File: src/rtl/data_map_pkg.sv
// Shared types and helpers for the pixel-to-word packer.
// Sized for the default 256-bit bus / 24-bit pixel configuration.
package data_map_pkg;

  localparam int DEF_ISIZE = 256;
  localparam int DEF_OSIZE = 24;
  localparam int CNT_W     = $clog2(DEF_ISIZE + DEF_OSIZE) + 1;
  localparam int MASK_W    = DEF_ISIZE / 8;

  typedef enum logic {S_RUN, S_FLUSH} state_t;

  // Top-aligned byte enables covering the first ceil(cnt/8) bytes of a word.
  function automatic logic [MASK_W-1:0] byte_mask(input logic [CNT_W-1:0] cnt);
    logic [MASK_W-1:0] m;
    m = '0;
    for (int i = 0; i < MASK_W; i++) begin
      m[MASK_W-1-i] = (CNT_W'(8 * i) < cnt);
    end
    return m;
  endfunction

endpackage

File: src/rtl/pack_mask_gen.sv
// Bit count -> top-aligned byte mask for a partial flush word.
// Purely combinational; no flow control.
module pack_mask_gen
  import data_map_pkg::*;
#(
  parameter int ISIZE = 256,
  parameter int CW    = CNT_W
) (
  input  logic [CW-1:0]      i_cnt,
  output logic [ISIZE/8-1:0] o_mask
);

  localparam int NB = ISIZE / 8;

  if (NB == MASK_W && CW == CNT_W) begin : g_pkg
    assign o_mask = byte_mask(i_cnt);
  end else begin : g_loop
    always_comb begin
      o_mask = '0;
      for (int i = 0; i < NB; i++) begin
        o_mask[NB-1-i] = (CW'(8 * i) < i_cnt);
      end
    end
  end

endmodule

File: src/rtl/construct_data.sv
// Packs OSIZE-bit pixels MSB-first into ISIZE-bit words; a word appears 1 clock after the completing accept.
// Single-slot output held while ovalid&&!ordy; iready drops while the slot is blocked or a flush is pending.
module construct_data
  import data_map_pkg::*;
#(
  parameter int ISIZE = 256,
  parameter int OSIZE = 24
) (
  input  logic               clock,
  input  logic               rst_n,
  input  logic               ialign,
  input  logic               iflush,
  input  logic               ivalid,
  output logic               iready,
  input  logic [OSIZE-1:0]   idata,
  output logic               ovalid,
  input  logic               ordy,
  output logic [ISIZE-1:0]   odata,
  output logic [ISIZE/8-1:0] omask,
  output logic               olast
);

  localparam int AW = ISIZE + OSIZE;
  localparam int CW = $clog2(ISIZE + OSIZE) + 1;
  localparam int NB = ISIZE / 8;
  localparam logic [CW-1:0] C_ISIZE = CW'(ISIZE);
  localparam logic [CW-1:0] C_OSIZE = CW'(OSIZE);

  state_t           r_state;
  logic [AW-1:0]    r_acc;
  logic [CW-1:0]    r_cnt;
  logic             r_ovalid;
  logic             r_olast;
  logic [ISIZE-1:0] r_odata;
  logic [NB-1:0]    r_omask;

  logic             w_slot_free;
  logic             w_accept;
  logic             w_full;
  logic [AW-1:0]    w_acc_ins;
  logic [AW-1:0]    w_acc_post;
  logic [CW-1:0]    w_cnt_ins;
  logic [CW-1:0]    w_cnt_post;
  logic [CW-1:0]    w_fcnt;
  logic [ISIZE-1:0] w_ftop;
  logic [ISIZE-1:0] w_fdata;
  logic [NB-1:0]    w_fmask;

  assign w_slot_free = !r_ovalid || ordy;
  assign iready      = (r_state == S_RUN) && w_slot_free;
  assign w_accept    = ivalid && iready;

  // Insert at the current fill point, then peel off a full word if one completed.
  always_comb begin
    w_acc_ins = r_acc;
    w_cnt_ins = r_cnt;
    if (w_accept) begin
      w_acc_ins = r_acc | ({idata, {ISIZE{1'b0}}} >> r_cnt);
      w_cnt_ins = r_cnt + C_OSIZE;
    end
    w_full     = w_accept && (w_cnt_ins >= C_ISIZE);
    w_acc_post = w_full ? (w_acc_ins << ISIZE) : w_acc_ins;
    w_cnt_post = w_full ? (w_cnt_ins - C_ISIZE) : w_cnt_ins;
  end

  assign w_fcnt  = (r_state == S_FLUSH) ? r_cnt : w_cnt_post;
  assign w_ftop  = (r_state == S_FLUSH) ? r_acc[AW-1 -: ISIZE] : w_acc_post[AW-1 -: ISIZE];
  assign w_fdata = w_ftop & ~({ISIZE{1'b1}} >> w_fcnt);

  pack_mask_gen #(
    .ISIZE (ISIZE),
    .CW    (CW)
  ) u_mask (
    .i_cnt  (w_fcnt),
    .o_mask (w_fmask)
  );

  always_ff @(posedge clock or negedge rst_n) begin
    if (!rst_n) begin
      r_state  <= S_RUN;
      r_acc    <= '0;
      r_cnt    <= '0;
      r_ovalid <= 1'b0;
      r_odata  <= '0;
      r_omask  <= '0;
      r_olast  <= 1'b0;
    end else begin
      if (r_ovalid && ordy) r_ovalid <= 1'b0;
      if (ialign) begin
        // The output slot is left alone; only the packing state restarts.
        r_acc   <= '0;
        r_cnt   <= '0;
        r_state <= S_RUN;
      end else if (r_state == S_FLUSH) begin
        if (w_slot_free) begin
          r_ovalid <= 1'b1;
          r_odata  <= w_fdata;
          r_omask  <= w_fmask;
          r_olast  <= 1'b1;
          r_acc    <= '0;
          r_cnt    <= '0;
          r_state  <= S_RUN;
        end
      end else begin
        r_acc <= w_acc_post;
        r_cnt <= w_cnt_post;
        if (w_full) begin
          r_ovalid <= 1'b1;
          r_odata  <= w_acc_ins[AW-1 -: ISIZE];
          r_omask  <= '1;
          r_olast  <= 1'b0;
        end
        // A flush with nothing left over after the accept is simply dropped.
        if (iflush && (w_cnt_post != '0)) begin
          if (!w_full && w_slot_free) begin
            r_ovalid <= 1'b1;
            r_odata  <= w_fdata;
            r_omask  <= w_fmask;
            r_olast  <= 1'b1;
            r_acc    <= '0;
            r_cnt    <= '0;
          end else begin
            r_state <= S_FLUSH;
          end
        end
      end
    end
  end

  assign ovalid = r_ovalid;
  assign odata  = r_odata;
  assign omask  = r_omask;
  assign olast  = r_olast;

endmodule

File: config.mk
export PLATFORM = sky130hd
export DESIGN_NAME = construct_data
export DESIGN_NICKNAME = d
export VERILOG_FILES = /design/src/rtl/data_map_pkg.sv /design/src/rtl/pack_mask_gen.sv /design/src/rtl/construct_data.sv
export SDC_FILE = /design/constraint.sdc
export NUM_CORES = 2
export LEC_CHECK = 0
export CAP_MARGIN = 15
export CORE_ASPECT_RATIO = 1.4
export CORE_MARGIN = 5
export CORE_UTILIZATION = 42
export CTS_BUF_LIST = sky130_fd_sc_hd__clkbuf_4
export DETAILED_ROUTE_END_ITERATION = 8
export GPL_TIMING_DRIVEN = 0
export PLACE_DENSITY = 0.67
export SLEW_MARGIN = 20
export SYNTH_ARGS = -nofsm -noshare
export SYNTH_HDL_FRONTEND = slang
export SYNTH_SLANG_ARGS = --single-unit
File: constraint.sdc
create_clock -name clock -period 5.5 [get_ports clock]
set_clock_uncertainty 0.2 [all_clocks]
set_input_delay 1.65 -clock clock [delete_from_list [all_inputs] [get_ports clock]]
set_output_delay 1.65 -clock clock [all_outputs]
set_load 0.01 [all_outputs]
# Yosys cells after proc, flatten, opt, wreduce, memory -nomap -nowiden
# Index checks and enable logic that the tools add are counted.
# op_classes
addsub,2
order_cmp,33
n_eq_ne,2
shifts,2
mux,43
n_bitwise,5
reduce_logical,11
# ops
cell,count
280-bit two-way mux,7
256-bit two-way mux,6
280-bit bitwise OR,1
280-bit by 10-bit right shift with 280-bit output,1
256-bit bitwise AND,1
256-bit NOT,1
256-bit by 10-bit right shift with 256-bit output (first input constant),1
8-bit by 10-bit less-than comparator with 1-bit output (first input constant),16
32-bit two-way mux,5
7-bit by 10-bit less-than comparator with 1-bit output (first input constant),8
10-bit two-way mux,8
6-bit by 10-bit less-than comparator with 1-bit output (first input constant),4
5-bit by 10-bit less-than comparator with 1-bit output (first input constant),2
1-bit two-way mux,17
10-bit by 5-bit adder with 10-bit output (second input constant),1
10-bit by 9-bit greater-or-equal comparator with 1-bit output (second input constant),1
1-bit by 10-bit less-than comparator with 1-bit output (first input constant),1
4-bit by 10-bit less-than comparator with 1-bit output (first input constant),1
10-bit nonzero test,1
10-bit by 9-bit subtractor with 10-bit output (second input constant),1
1-bit logical AND,6
3-bit by 2-bit inequality test with 1-bit output (second input constant),1
1-bit zero test,2
2-bit by 1-bit inequality test with 1-bit output (second input constant),1
3 further kinds,4
# totals
reg_bits,581
inputBits,30
out_inout_bits,291
wordCells,105

# Longest topological paths before layout
# depth
word_depth,15
depth_mapped,21
mapped_depth_nobuf,14

# By module
# A second synthesis with hierarchy kept.
# unflattened
cells_unflattened,2820
hier_area_um2,26673.1
# modules_own_cells
mod,n_inst,cells_per_inst,area_per_inst_um2,seq_area_each_um2
construct_data,1,2769,26371.5,14463.9
pack_mask_gen,1,51,301.5,0.0

# Worst setup path after synthesis
# OpenSTA, ideal clock, no wires.
# synth_timing
path_kind,in2reg
from,in ordy
to,"reg r_odata[64], in the netlist odata[64]"
setup_time_ns,0.123
t_arrival_ns,4.918
t_required_ns,5.177
setup_slack_ns,0.259
stages,17
n_path_buf,6
cell_sequence,nand2b_1 > clkbuf_1 > nand2_1 > buf_2 > nor3_1 > xnor2_1 > ha_1 > buf_4 > or3_1 > clkbuf_1 > and3_1 > buf_2 > clkbuf_1 > a21oi_1 > o31ai_1 > a21oi_1 > o221a_2
# synth_via
elab_chain_cells,14
word_cells_on_any_way,26
cone_classes,add/sub: 1; order compare: 1; eq/ne: 1; shift: 1; mux: 11; bitwise: 2; reduce/logical: 9
# synth_lines
item,line_no,source
"start, declared",construct_data.sv:17,"input logic ordy,"
1-bit logical OR *,construct_data.sv:49,assign w_slot_free = !r_ovalid || ordy;
1-bit logical AND,construct_data.sv:50,assign iready = (r_state == S_RUN) && w_slot_free;
1-bit logical AND,construct_data.sv:51,assign w_accept = ivalid && iready;
10-bit two-way mux,construct_data.sv:57,if (w_accept) begin
10-bit by 9-bit greater-or-equal comparator with 1-bit output,construct_data.sv:61,w_full = w_accept && (w_cnt_ins >= C_ISIZE);
1-bit logical AND,construct_data.sv:61,
10-bit two-way mux,construct_data.sv:63,w_cnt_post = w_full ? (w_cnt_ins - C_ISIZE) : w_cnt_ins;
10-bit two-way mux,construct_data.sv:66,assign w_fcnt = (r_state == S_FLUSH) ? r_cnt : w_cnt_post;
256-bit by 10-bit right shift with 256-bit output,construct_data.sv:68,assign w_fdata = w_ftop & ~({ISIZE{1'b1}} >> w_fcnt);
256-bit NOT,construct_data.sv:68,
256-bit bitwise AND,construct_data.sv:68,
256-bit two-way mux,construct_data.sv:115,if (!w_full && w_slot_free) begin
256-bit two-way mux,construct_data.sv:114,if (iflush && (w_cnt_post != '0)) begin
256-bit two-way mux,construct_data.sv:94,end else if (r_state == S_FLUSH) begin
"end signal, assigned",construct_data.sv:97,r_odata <= w_fdata;
"end signal, assigned",construct_data.sv:109,r_odata <= w_acc_ins[AW-1 -: ISIZE];
"end signal, assigned",construct_data.sv:117,r_odata <= w_fdata;
"end, declared",construct_data.sv:34,logic [ISIZE-1:0] r_odata;
# Mark *: on every way between the ends. The rest lies on a longest branch, timed or not. The select of a mux whose other input is x is not followed.
# A chain may end at the register's enable or synchronous reset.

# Worst setup path after layout
# layout_timing
from,in ordy
to,reg r_acc[92]
# layout_via
elab_chain_cells,12
word_cells_on_any_way,19
cone_classes,add/sub: 1; order compare: 1; eq/ne: 1; mux: 8; reduce/logical: 8
# layout_lines
item,line_no,source
1-bit logical OR *,construct_data.sv:49,
1-bit logical AND,construct_data.sv:50,
1-bit logical AND,construct_data.sv:51,
10-bit two-way mux,construct_data.sv:57,
10-bit by 9-bit greater-or-equal comparator with 1-bit output,construct_data.sv:61,
1-bit logical AND,construct_data.sv:61,
10-bit two-way mux or 1-bit zero test (tied branches),"construct_data.sv:63, construct_data.sv:115",
10-bit nonzero test or 1-bit logical AND (tied branches),"construct_data.sv:114, construct_data.sv:115",
1-bit logical AND or 280-bit two-way mux (tied branches),"construct_data.sv:114, construct_data.sv:115",
280-bit two-way mux,construct_data.sv:114,
280-bit two-way mux,construct_data.sv:94,
280-bit two-way mux,construct_data.sv:89,if (ialign) begin
"end signal, assigned",construct_data.sv:105,r_acc <= w_acc_post;
"end, declared",construct_data.sv:30,logic [AW-1:0] r_acc;
# Mark *: on every way between the ends. The rest lies on a longest branch, timed or not.

==> flow_summary.ini <==
[synth]
ys.flop_type = dfrtp_1
async_flop_share_pct = 100.0
ys_ff_latch = 578
yosysSeqAreaShare_pct = 53.64
avgSynthCellArea_um2 = 9.917
yosysUniqueCellTypes = 75
synth_area_um2 = 26960
synth_enable_flop_cells = 0
yosys_warnings = 0
synth_top_area_share_pct = 53.64
synth_area_leaders = dfrtp_1 (54%), a21oi_1 (7.7%), a22o_1 (4.0%), nor2_1 (3.9%), o21ai_0 (3.5%)
syn_inst = 2719
synth_fp_nets = 2751
yosysTopAreaCell = dfrtp_1

[clocking]
cts_tree = done
clkTransAtPathRegs_ps = 80
cts_buffer_depth = 3
clock_latency_ps = 1070
postCtsHoldBufs = 0
htreeDepth = 4
numCtsBuffers = 148
cts_sinks = 578
clockRootBuffer = clkbuf_4

[pwr]
leakagePower_nw = 14.41
irDropWorstVdd_uv = 218.5
power.total_w = 0.01410
power_density_nw_per_um2 = 414.1

[route]
drc = 0
routed_wl_um = 136700
wire_per_inst_um = 32.83
routed_via_density = 6.489
drtIter0Drc = 3028
drt_pre_antenna_iters = 5
postRouteAntennaNets = 0
vias = 27030

[sta]
period_needed_ps = 5449
slew_headroom_pct = 12.59
worst_slack_ps = 50.72
drv_slew = 0
finalHoldViolCount = 0
fin_crit_sh_pct = 99.08
setup_viol = 0
tightest_slew_ps = 1297
max_clock_freq_mhz = 183.5
fin_setup_tns_ps = 0

[placed_design]
dpl-instance-area_um2 = 31590
io_buffers = 315
place.gp.congestion = 1.030
place_inst = 3894
dpl.hpwl_um = 104600
dp_slack_ps = -2709

[die]
coreArea_um2 = 64000
rows = 110
initial_core_util_pct = 42.13
io_pins = 321
dieArea_um2 = 69440
die_w_um = 224.1
die_y_um = 309.8

[global_route]
grt_pass1_wl_um = 193000
antenna_found_initial = 4
grt_max_degree = 100
grt_pass1_vias = 26830
grt-ovfl-total = 0
grt_usage_pct = 38.51

[critical_path]
critPathKind = primary input to flip-flop
cp_max_fo = 10
reg2reg_slack_ps = 60
cp_data_arrival_time_ps = 6190
crit_path_start_kind = primary input
cp_data_required_time_ps = 6240
critical_path.endpoint_type = flip-flop

[hold_path]
hold_path.class = primary input to asynchronous set/reset pin

[cells_and_area]
finalNetCount = 3252
stdcell_area_um2 = 34050
finalNonFillerCells = 4166
final_cell_mix = dfrtp_1 (578), a21oi_1 (402), clkdlybuf4s50_1 (313)
layout-drive-gt1-share_pct = 14.72
syn_to_final_growth_pct = 26.29
final_common_cell = dfrtp_1

[status]
status = complete, no violations

[flow_run]
drv_cap = 0
stage by stage:
step | utilization (%) | hold WS [ps]
floorplan | - | 250.1
global placement | 48.70 | 262.4
detailed placement | 49.36 | 271.2
CTS | 53.05 | 177.8
global route | 53.20 | 191.3
finish | 53.21 | 240.9
worst max-delay path, stage by stage:
cell and delay, ps:
clkdlybuf4s50_1 600, nand2b_4 250, nand2_2 160, buf_4 250
nor3_1 250, xnor2_1 190, ha_1 180, buf_4 210
nand2_1 130, o32ai_4 360, and2_4 270, o2111ai_4 240
buf_12 230, a211oi_4 270, buf_12 180, buf_4 150
clkbuf_2 320, a31oi_1 130, nor2_1 140
cell families (layout without fill, tap and decap cells):
kind of cell / Yosys count / in the layout / share of synthesized area (%)
AO/OA/AOI/OAI: 1242 / 1242 / 31.36
AND/OR/NAND/NOR: 587 / 587 / 9.452
flip-flops: 578 / 578 / 53.64
buffers and inverters: 277 / 881 / 4.190
multiplexers: 26 / 26 / 1.035
XOR/XNOR: 7 / 7 / 0.2274
adder cells (fa/ha/maj): 2 / 2 / 0.09279
other: 0 / 3 / 0
cell type report:
| cell class | instances | area [um^2] |
|---|---|---|
| antenna | 3 | 7.507 |
| buffer | 234 | 1101 |
| clock buffer | 198 | 1486 |
| clock inverter | 55 | 289.0 |
| fill | 5967 | 29950 |
| inverter | 38 | 143.9 |
| multi-input combinational | 1864 | 11820 |
| sequential | 578 | 14460 |
| tap | 840 | 1051 |
| timing repair buffer | 356 | 3689 |
routing by layer:
layer | GRT usage, % | vias up | part of all wire (%)
li1 | - | 11290 | -
met1 | 45.47 | 13600 | 36
met2 | 62.30 | 1692 | 47
met3 | 9.133 | 459 | 8.6
met4 | 26.60 | 0 | 8.2
met5 | 0 | - | 0
path summary, 6_finish.rpt:
path	start	to	depth (start not counted)
setup / recovery	ordy	r_acc[92]$_DFFE_PN0P_	19
hold / removal	rst_n	odata[231]$_DFFE_PN0P_	1
setup reg to reg	r_cnt[4]$_DFFE_PN0P_	r_acc[92]$_DFFE_PN0P_	20
hold reg to reg	olast$_DFFE_PN0P_	olast$_DFFE_PN0P_	2
max in group asynchronous	rst_n	odata[114]$_DFFE_PN0P_	4
min in group clock	olast$_DFFE_PN0P_	olast$_DFFE_PN0P_	2
power breakdown:
part | switching (W) | internal (W) | total (W)
logic | 0.00314 | 0.00191 | 0.00505
clock network | 0.00192 | 0.00173 | 0.00366
registers | 0.000570 | 0.00482 | 0.00539
Yosys cell counts (16+ instances only):
master,count
dfrtp_1,578
o2bb2ai_1,68
nand2_1,165
a221o_1,30
nor2_1,279
clkbuf_1,160
a211oi_1,55
o221a_2,16
a221oi_1,19
buf_1,19
inv_1,35
buf_2,54
a22o_1,124
a32o_1,19
o31ai_1,43
a31oi_1,36
a21oi_1,417
a2bb2oi_1,31
nand2b_1,16
and2_1,22
o22ai_1,34
nor3_1,17
o211a_1,17
o21ai_0,186
nand3_1,33
sequential cells by signal, indices dropped and copies added, names as in the netlist:
register	count
omask	32
odata	256
ovalid	1
r_state	1
r_acc	280
r_cnt	7
olast	1
what timing repair did:
item,in CTS,in global routing
endpoints found under the setup margin,578,475
buffers inserted,20,1
resized for setup,116,38
endpoints found under the hold margin,0,0
pin swaps,10,1
(Power assumes the default switching activity.)
